===== src/rtl/pipeline_pkg.sv =====
// Shared definitions for the 16-bit, 8-register, 5-stage pipeline:
// ISA opcodes, forwarding-select encodings and operand-usage decode.
package pipeline_pkg;

    localparam int unsigned REG_W  = 3;
    localparam int unsigned DATA_W = 16;
    localparam int unsigned OP_W   = 4;
    localparam int unsigned FWD_W  = 2;
    localparam int unsigned CNT_W  = 16;

    localparam logic [OP_W-1:0] OP_AND  = 4'd0;
    localparam logic [OP_W-1:0] OP_ADD  = 4'd1;
    localparam logic [OP_W-1:0] OP_SUB  = 4'd2;
    localparam logic [OP_W-1:0] OP_ADDI = 4'd3;
    localparam logic [OP_W-1:0] OP_ANDI = 4'd4;
    localparam logic [OP_W-1:0] OP_LW   = 4'd5;
    localparam logic [OP_W-1:0] OP_LB   = 4'd6;
    localparam logic [OP_W-1:0] OP_SW   = 4'd7;
    localparam logic [OP_W-1:0] OP_BGT  = 4'd8;
    localparam logic [OP_W-1:0] OP_BLT  = 4'd9;
    localparam logic [OP_W-1:0] OP_BEQ  = 4'd10;
    localparam logic [OP_W-1:0] OP_BNE  = 4'd11;
    localparam logic [OP_W-1:0] OP_JMP  = 4'd12;
    localparam logic [OP_W-1:0] OP_CALL = 4'd13;
    localparam logic [OP_W-1:0] OP_RET  = 4'd14;
    localparam logic [OP_W-1:0] OP_SV   = 4'd15;

    localparam logic [FWD_W-1:0] FWD_RF  = 2'b00;
    localparam logic [FWD_W-1:0] FWD_EX  = 2'b01;
    localparam logic [FWD_W-1:0] FWD_MEM = 2'b10;
    localparam logic [FWD_W-1:0] FWD_WB  = 2'b11;

    // Jumps, calls and returns read no general-purpose register.
    function automatic logic uses_rs1(input logic [OP_W-1:0] op);
        case (op)
            OP_JMP, OP_CALL, OP_RET: uses_rs1 = 1'b0;
            default:                 uses_rs1 = 1'b1;
        endcase
    endfunction

    function automatic logic uses_rs2(input logic [OP_W-1:0] op);
        case (op)
            OP_AND, OP_ADD, OP_SUB, OP_SW,
            OP_BGT, OP_BLT, OP_BEQ, OP_BNE: uses_rs2 = 1'b1;
            default:                        uses_rs2 = 1'b0;
        endcase
    endfunction

endpackage


===== src/rtl/hazard_src_match.sv =====
// Per-operand comparator: picks the youngest in-flight producer of one source
// register and flags a hit in EX for load-use detection.
module hazard_src_match
    import pipeline_pkg::*;
(
    input  logic [2:0] src_i,
    input  logic       used_i,
    input  logic [2:0] rd_ex_i,
    input  logic [2:0] rd_mem_i,
    input  logic [2:0] rd_wb_i,
    input  logic       regwr_ex_i,
    input  logic       regwr_mem_i,
    input  logic       regwr_wb_i,
    output logic [1:0] fwd_sel_o,
    output logic       ex_hit_o
);

    logic live;
    logic hit_ex;
    logic hit_mem;
    logic hit_wb;

    // R0 reads as zero, so it never needs a forwarded value.
    assign live    = used_i && (src_i != REG_W'(0));
    assign hit_ex  = live && regwr_ex_i  && (src_i == rd_ex_i);
    assign hit_mem = live && regwr_mem_i && (src_i == rd_mem_i);
    assign hit_wb  = live && regwr_wb_i  && (src_i == rd_wb_i);

    assign ex_hit_o = hit_ex;

    always_comb begin
        fwd_sel_o = FWD_RF;
        if (hit_ex) begin
            fwd_sel_o = FWD_EX;
        end else if (hit_mem) begin
            fwd_sel_o = FWD_MEM;
        end else if (hit_wb) begin
            fwd_sel_o = FWD_WB;
        end
    end

endmodule


===== src/rtl/hazard_detect.sv =====
// ID-stage data-hazard unit: operand forwarding selects, load-use stall and a
// saturating stall-cycle counter.
module hazard_detect
    import pipeline_pkg::*;
(
    input  logic        clk,
    input  logic        reset,
    input  logic [3:0]  opCode,
    input  logic [2:0]  RS1,
    input  logic [2:0]  RS2,
    input  logic [2:0]  Rd2,
    input  logic [2:0]  Rd3,
    input  logic [2:0]  Rd4,
    input  logic        EX_RegWr,
    input  logic        MEM_RegWr,
    input  logic        WB_RegWr,
    input  logic        EX_MemRd,
    output logic        stall,
    output logic [1:0]  ForwardA,
    output logic [1:0]  ForwardB,
    output logic [15:0] stall_cycles
);

    localparam logic [CNT_W-1:0] CNT_MAX = '1;

    logic              use_a;
    logic              use_b;
    logic [FWD_W-1:0]  sel_a;
    logic [FWD_W-1:0]  sel_b;
    logic              ex_hit_a;
    logic              ex_hit_b;
    logic              load_use;
    logic [CNT_W-1:0]  stall_cycles_d;
    logic [CNT_W-1:0]  stall_cycles_q;

    assign use_a = uses_rs1(opCode);
    assign use_b = uses_rs2(opCode);

    hazard_src_match u_match_a (
        .src_i       (RS1),
        .used_i      (use_a),
        .rd_ex_i     (Rd2),
        .rd_mem_i    (Rd3),
        .rd_wb_i     (Rd4),
        .regwr_ex_i  (EX_RegWr),
        .regwr_mem_i (MEM_RegWr),
        .regwr_wb_i  (WB_RegWr),
        .fwd_sel_o   (sel_a),
        .ex_hit_o    (ex_hit_a)
    );

    hazard_src_match u_match_b (
        .src_i       (RS2),
        .used_i      (use_b),
        .rd_ex_i     (Rd2),
        .rd_mem_i    (Rd3),
        .rd_wb_i     (Rd4),
        .regwr_ex_i  (EX_RegWr),
        .regwr_mem_i (MEM_RegWr),
        .regwr_wb_i  (WB_RegWr),
        .fwd_sel_o   (sel_b),
        .ex_hit_o    (ex_hit_b)
    );

    // A load in EX has no data yet; the bubble it forces makes forwarding moot.
    assign load_use = EX_MemRd && EX_RegWr && (ex_hit_a || ex_hit_b);

    always_comb begin
        stall    = 1'b0;
        ForwardA = FWD_RF;
        ForwardB = FWD_RF;
        if (!reset) begin
            stall = load_use;
            if (!load_use) begin
                ForwardA = sel_a;
                ForwardB = sel_b;
            end
        end
    end

    always_comb begin
        stall_cycles_d = stall_cycles_q;
        if (stall && (stall_cycles_q != CNT_MAX)) begin
            stall_cycles_d = stall_cycles_q + CNT_W'(1);
        end
    end

    always_ff @(posedge clk or posedge reset) begin
        if (reset) begin
            stall_cycles_q <= '0;
        end else begin
            stall_cycles_q <= stall_cycles_d;
        end
    end

    assign stall_cycles = stall_cycles_q;

endmodule


===== config.mk =====
export PLATFORM = sky130hd
export DESIGN_NAME = hazard_detect
export DESIGN_NICKNAME = d
export VERILOG_FILES = /design/src/rtl/pipeline_pkg.sv /design/src/rtl/hazard_src_match.sv /design/src/rtl/hazard_detect.sv
export SDC_FILE = /design/constraint.sdc
export NUM_CORES = 1
export LEC_CHECK = 0
export BUFFER_PORTS_ARGS = -buffer_cell sky130_fd_sc_hd__buf_4
export CAP_MARGIN = 20
export CELL_PAD_IN_SITES_DETAIL_PLACEMENT = 0
export CELL_PAD_IN_SITES_GLOBAL_PLACEMENT = 1
export CORE_ASPECT_RATIO = 1.75
export CORE_MARGIN = 2
export CORE_UTILIZATION = 34
export CTS_CLUSTER_DIAMETER = 60
export DETAILED_ROUTE_END_ITERATION = 8
export PLACE_DENSITY_LB_ADDON = 0.1
export SYNTH_ARGS = -nofsm -noshare
export SYNTH_HDL_FRONTEND = slang
export SYNTH_SLANG_ARGS = --single-unit

===== constraint.sdc =====
create_clock -name clk -period 2.2 [get_ports clk]
set_input_delay 0.33 -clock clk [delete_from_list [all_inputs] [get_ports clk]]
set_output_delay 0.33 -clock clk [all_outputs]
set_load 0.02 [all_outputs]

**After elaboration in Yosys (flattened, before gate mapping)**

Memories as Yosys holds them, arrays and structs flattened.
Cells that the tools add are included.
W data, S select, Z words.

- Add/subtract/negate cells: 1
- Equality and inequality tests: 10
- Multiplexer cells: 12
- Reduce and logical (&&, ||, !) cells: 21

Operators by type and width:

| operator | number |
|---|---|
| $mux W2 | 10 |
| $eq A3 B3 Y1 | 6 |
| $logic_and A1 B1 Y1 | 17 |
| $add A16 B1 Y16 const B | 1 |
| $ne A16 B16 Y1 const B | 1 |
| $eq A4 B4 Y1 const B | 3 |
| $reduce_bool A3 Y1 | 2 |
| $reduce_or A3 Y1 | 1 |
| $mux W1 | 2 |
| $logic_or A1 B1 Y1 | 1 |

- Bits in registers: 16
- Bits in read-only memories: 16
- Input bits: 25
- Logic and storage cells: 46
- Memories: 1

Memory list:

| name | words | bits a word | read ports | clocked after memory_dff | write ports | RTL line | RTL |
|---|---|---|---|---|---|---|---|
| (name not given) | 16 | 1 | 1 | 0 | 0 | pipeline_pkg.sv:42 | `case (op)` |

**Depth between registers and ports, before layout**

- Depth in word-level cells: 11
- Depth in mapped cells: 8
- Gate-level depth less buffers: 6

**Modules after synthesis**

Synthesis repeated with hierarchy kept, for this count alone.

- Cells, all modules: 113
- Area, all modules: 1,153.6 µm²

Modules (own cells, without submodules):

| module | times used | cells an instance | area each (µm²) | sequential area each (µm²) |
|---|---|---|---|---|
| hazard_detect | 1 | 75 | 808.3 | 400.4 |
| hazard_src_match | 2 | 19 | 172.7 | 0.0 |

**Worst setup path before layout**

Ideal clock, no wire load.

- Path kind: input-to-output
- From: in RS1[1]
- To: out stall
- Arrival: 1.854 ns
- Data required time: 1.870 ns
- Setup slack: 0.016 ns
- Stages on the path: 6
- Path buffers: 1
- Cells stage by stage: or2_0 o21ai_1 or4b_1 buf_2 and2_1 nor3_1

- Word-level cells in the longest chain between the ends: 7
- Elaborated cells on any way between the ends: 8

RTL lines:

| what | RTL line | RTL |
|---|---|---|
| from (decl) | hazard_detect.sv:9 | `input logic [2:0] RS1,` |
| $reduce_bool A3 Y1 | hazard_src_match.sv:24 | `assign live = used_i && (src_i != REG_W'(0));` |
| $logic_and A1 B1 Y1 | hazard_src_match.sv:24 |  |
| $logic_and A1 B1 Y1 | hazard_src_match.sv:25 | `assign hit_ex = live && regwr_ex_i && (src_i == rd_ex_i);` |
| $logic_and A1 B1 Y1 (*) | hazard_src_match.sv:25 |  |
| $logic_or A1 B1 Y1 (*) | hazard_detect.sv:66 | `assign load_use = EX_MemRd && EX_RegWr && (ex_hit_a \|\| ex_hit_b);` |
| $logic_and A1 B1 Y1 (*) | hazard_detect.sv:66 |  |
| $mux W1 (*) | hazard_detect.sv:72 | `if (!reset) begin` |
| to (decl) | hazard_detect.sv:18 | `output logic stall,` |

Mark *: on every way between the ends. The rest lies on a longest branch, timed or not.

**Worst setup path in the final report**

- From: in RS1[1]
- To: out ForwardA[1]

- Word-level cells in the longest chain between the ends: 9
- Elaborated cells on any way between the ends: 18

RTL lines:

| what | RTL line | RTL |
|---|---|---|
| $reduce_bool A3 Y1 | hazard_src_match.sv:24 |  |
| $logic_and A1 B1 Y1 | hazard_src_match.sv:24 |  |
| $logic_and A1 B1 Y1 (2 in series) | hazard_src_match.sv:27 | `assign hit_wb = live && regwr_wb_i && (src_i == rd_wb_i);` |
| $mux W2 | hazard_src_match.sv:37 | `end else if (hit_wb) begin` |
| $mux W2 | hazard_src_match.sv:35 | `end else if (hit_mem) begin` |
| $mux W2 | hazard_src_match.sv:33 | `if (hit_ex) begin` |
| $mux W2 (*) | hazard_detect.sv:74 | `if (!load_use) begin` |
| $mux W2 (*) | hazard_detect.sv:72 |  |
| to (decl) | hazard_detect.sv:19 | `output logic [1:0] ForwardA,` |

Marked as above.

==> results_dict.tcl <==
set metrics [dict create \
    status "finished, final reports clean" \
    synthSimpleGateAreaFrac_pct 29.76 \
    rsz0062_at_grt "no" \
    grt_pass1_vias 1170 \
    hp-class "input pin to asynchronous set/reset pin" \
    critPathLaunch "RS1[1]" \
    seq_power_share_pct 42.3 \
    final_util_pct 51.69 \
    synth-compound-area-share_pct 6.527 \
    drive_above_1_share_pct 34.81 \
    fin_tns_setup_ns 0 \
    ir_worst_vdd_uv 297.9 \
    leakagePower_nw 0.7507 \
    io_buffers 45 \
    globalplace.congestion 0.8119 \
    max_stage_delay_ns 0.47 \
    postCtsSetupBuffers 0 \
    vias_per_cell 5.143 \
    synth.area.mux_share_pct 1.881 \
    firstDrtPassIters 3 \
    finalPower_w 0.0007724 \
    vias 1152 \
    cts_root_buffer "clkbuf_8" \
    rr_startpoint "stall_cycles[0]" \
    clock-sinks 16 \
    drc 0 \
    comb_power_share_pct 24.0 \
    cts_buffer_depth 2 \
    numCtsBuffers 3 \
    setup_viol 0 \
    ioPinCount 46 \
    maxCapViolCount 0 \
    max_freq_mhz 474.4 \
    fin_ws_ns 0.09192 \
    wl_per_cell_um 14.29 \
    synth_area_um2 1131 \
    crit_path_top_delay_cell "or4b_4" \
    grt-ovfl-total 0 \
    die_width_um 47.60 \
    drt-initial-drc-count 15 \
    cp.arrival_ns 1.78 \
    critPathLaunchType "input pin" \
    fin_crit_sh_pct 95.82 \
    yosys-top-cells-area "dfrtp_1 35%, xnor2_1 19%, nand4_1 5.0%, nand2_1 4.6%, xor2_1 4.6%" \
    final_antenna_net_count 0 \
    grt_max_degree 17 \
    htreeDepth 1 \
    period_needed_ns 2.108 \
    synth_nets 153 \
    dp_slack_ns 0.01253 \
    clock_latency_ns 0.25 \
    crit_top_cell "buf_4" \
    intPower_w 0.0005557 \
    timing_worst_slew_pin_value_ns 0.6156 \
    placementRows 27 \
    endpoint "ForwardA[1]" \
    path_clk_slew_ns 0.06 \
    synthAdderAreaFrac_pct 1.106 \
    coreArea_um2 3176 \
    p_sw_share_pct 28.06 \
    antennaDiodeCount 0 \
    cp_max_fo 3 \
    report.final.slew_viol_count 0 \
    track_usage_pct 18.42 \
    synth_top_area_share_pct 35.40 \
    synth_cell_type_count 31 \
    power_density_nw_per_um2 470.5 \
    largest_reg_flops 16 \
    fin_skew_ns 0.003173 \
    path_class "input pin to primary output" \
    layout.nets 208 \
    fillCellCount 338 \
    synth_xor_area_share_pct 23.23 \
    switching_power_w 0.0002167 \
    tritoncts "done" \
    r2r-end "stall_cycles[5]" \
    end_kind "primary output" \
    dp_hpwl_mm 2.646 \
    ys_seq_area_share_pct 35.40 \
    synth_top_family_by_area "simple AND/OR/NAND/NOR gates" \
    ys.warnings.count 0 \
    syn_inst 127 \
    yosys_register_bits 16 \
    p_clk_share_pct 33.7 \
    start_util_pct 35.62 \
    antenna_found_initial 0 \
    die_area_um2 3822 \
    grt_pass1_wl_mm 5.071 \
    crit_path_cell_trace "buf_4, or2_0, o21ai_1, or4b_4, and2_1, nor2_2, nor3_1, buf_4" \
    max_slew_margin_pct 58.91 \
    yosysTopAreaCell "dfrtp_1" \
    area_growth_pct 45.13 \
    r2r_cells 7 \
    die_h_um 80.30 \
    postSynthAreaPerCell_um2 8.906 \
    finalHoldViolCount 0 \
    worstPathRequired_ns 1.87 \
    r2r_setup_slack_ns 0.44 \
    routed_wl_mm 3.202 \
]
metal layers:
layer	track usage (%)	up-vias	part of all wire (%)
met5	0	-	0
met4	7.568	0	2.9
met3	1.348	8	3.6
met2	37.57	39	60
met1	16.30	549	34
li1	-	556	-
cells in the mapped netlist:
cell type	n
o31ai_1	1
buf_6	1
nand3b_1	1
nand2_1	14
nand4b_1	1
or2_0	1
nor4_1	2
or3_1	2
buf_2	1
a21oi_4	1
nor3_1	8
xor2_1	6
o21ai_0	1
and4_1	2
nand4_1	9
a21oi_1	4
a21boi_0	1
nor2_1	7
mux2i_1	1
nand3_1	6
o21ai_1	2
mux2_1	1
and2_1	2
or4b_1	1
a211oi_1	1
ha_1	1
inv_1	2
and3_1	6
nand2b_1	1
dfrtp_1	16
xnor2_1	24
cell type report:
type | instances | area (µm²) | share of cell area (%)
multi-input combinational | 107 | 734.5 | 44.74
sequential | 16 | 400.4 | 24.39
timing repair buffer | 52 | 390.4 | 23.78
clock buffer | 4 | 55.05 | 3.354
tap | 43 | 53.80 | 3.277
inverter | 2 | 7.507 | 0.4573
kinds of logic after synthesis:
family | count (synthesis)
compound gates | 11
xor+xnor | 30
fa+ha+maj | 1
buf+inv | 4
flops | 16
mux | 2
simple gates | 63
per-stage QoR:
stage	instance area [µm²]	hold WS (ns)	std cells
global route	1642	0.2509	224
CTS	1614	0.2142	224
floorplan	1131	0.2437	127
finish	1642	0.1965	224
detailed placement	1559	0.4817	220
global placement	1559	0.4768	220
cell usage in the layout (no fill, tap or decap), types with 2 or more instances in the layout:
cell      count
and2_1        2
inv_1         2
nand2_1      14
and3_1        6
a21oi_1       4
nand3_1       6
nor2_1        6
clkbuf_8      4
buf_4        52
and4_1        2
dfrtp_1      16
xor2_1        6
o21ai_1       2
xnor2_1      24
nor3_1        7
nand4_1       9
timing repair:
item | 4_1_cts | 5_1_grt
endpoints found under the setup margin | 0 | 3
hold buffers | 0 | 0
gates resized for setup | 0 | 6
worst max-delay path, delay by kind of cell:
family / cells / cell delay [ns]
and+or+nand+nor: 5 / 1.07
AOI/OAI and AO/OA: 1 / 0.10
buffers and inverters: 2 / 0.27
power groups by stage:
| stage | registers (W) | clock network, W | logic, W |
|---|---|---|---|
| after floorplan | 0.000342 | 0 | 0.0000723 |
| final | 0.000327 | 0.000260 | 0.000186 |
| after global placement | 0.000331 | 0 | 0.000178 |
| after detailed placement | 0.000331 | 0 | 0.000182 |
| after CTS | 0.000326 | 0.000267 | 0.000183 |
| after global routing | 0.000328 | 0.000278 | 0.000205 |
how the worst min path moves through the flow:
stage / startpoint / to / slack (ns) / cells past startpoint
CTS: reset / stall_cycles[3] / 0.21 / 2
global placement: reset / stall_cycles[12] / 0.48 / 2
detailed placement: reset / stall_cycles[12] / 0.48 / 2
floorplan: reset / stall_cycles[0] / 0.24 / 1
global route: reset / stall_cycles[1] / 0.25 / 2
finish: reset / stall_cycles[2] / 0.20 / 2
Power figures use the tool's default switching activity.
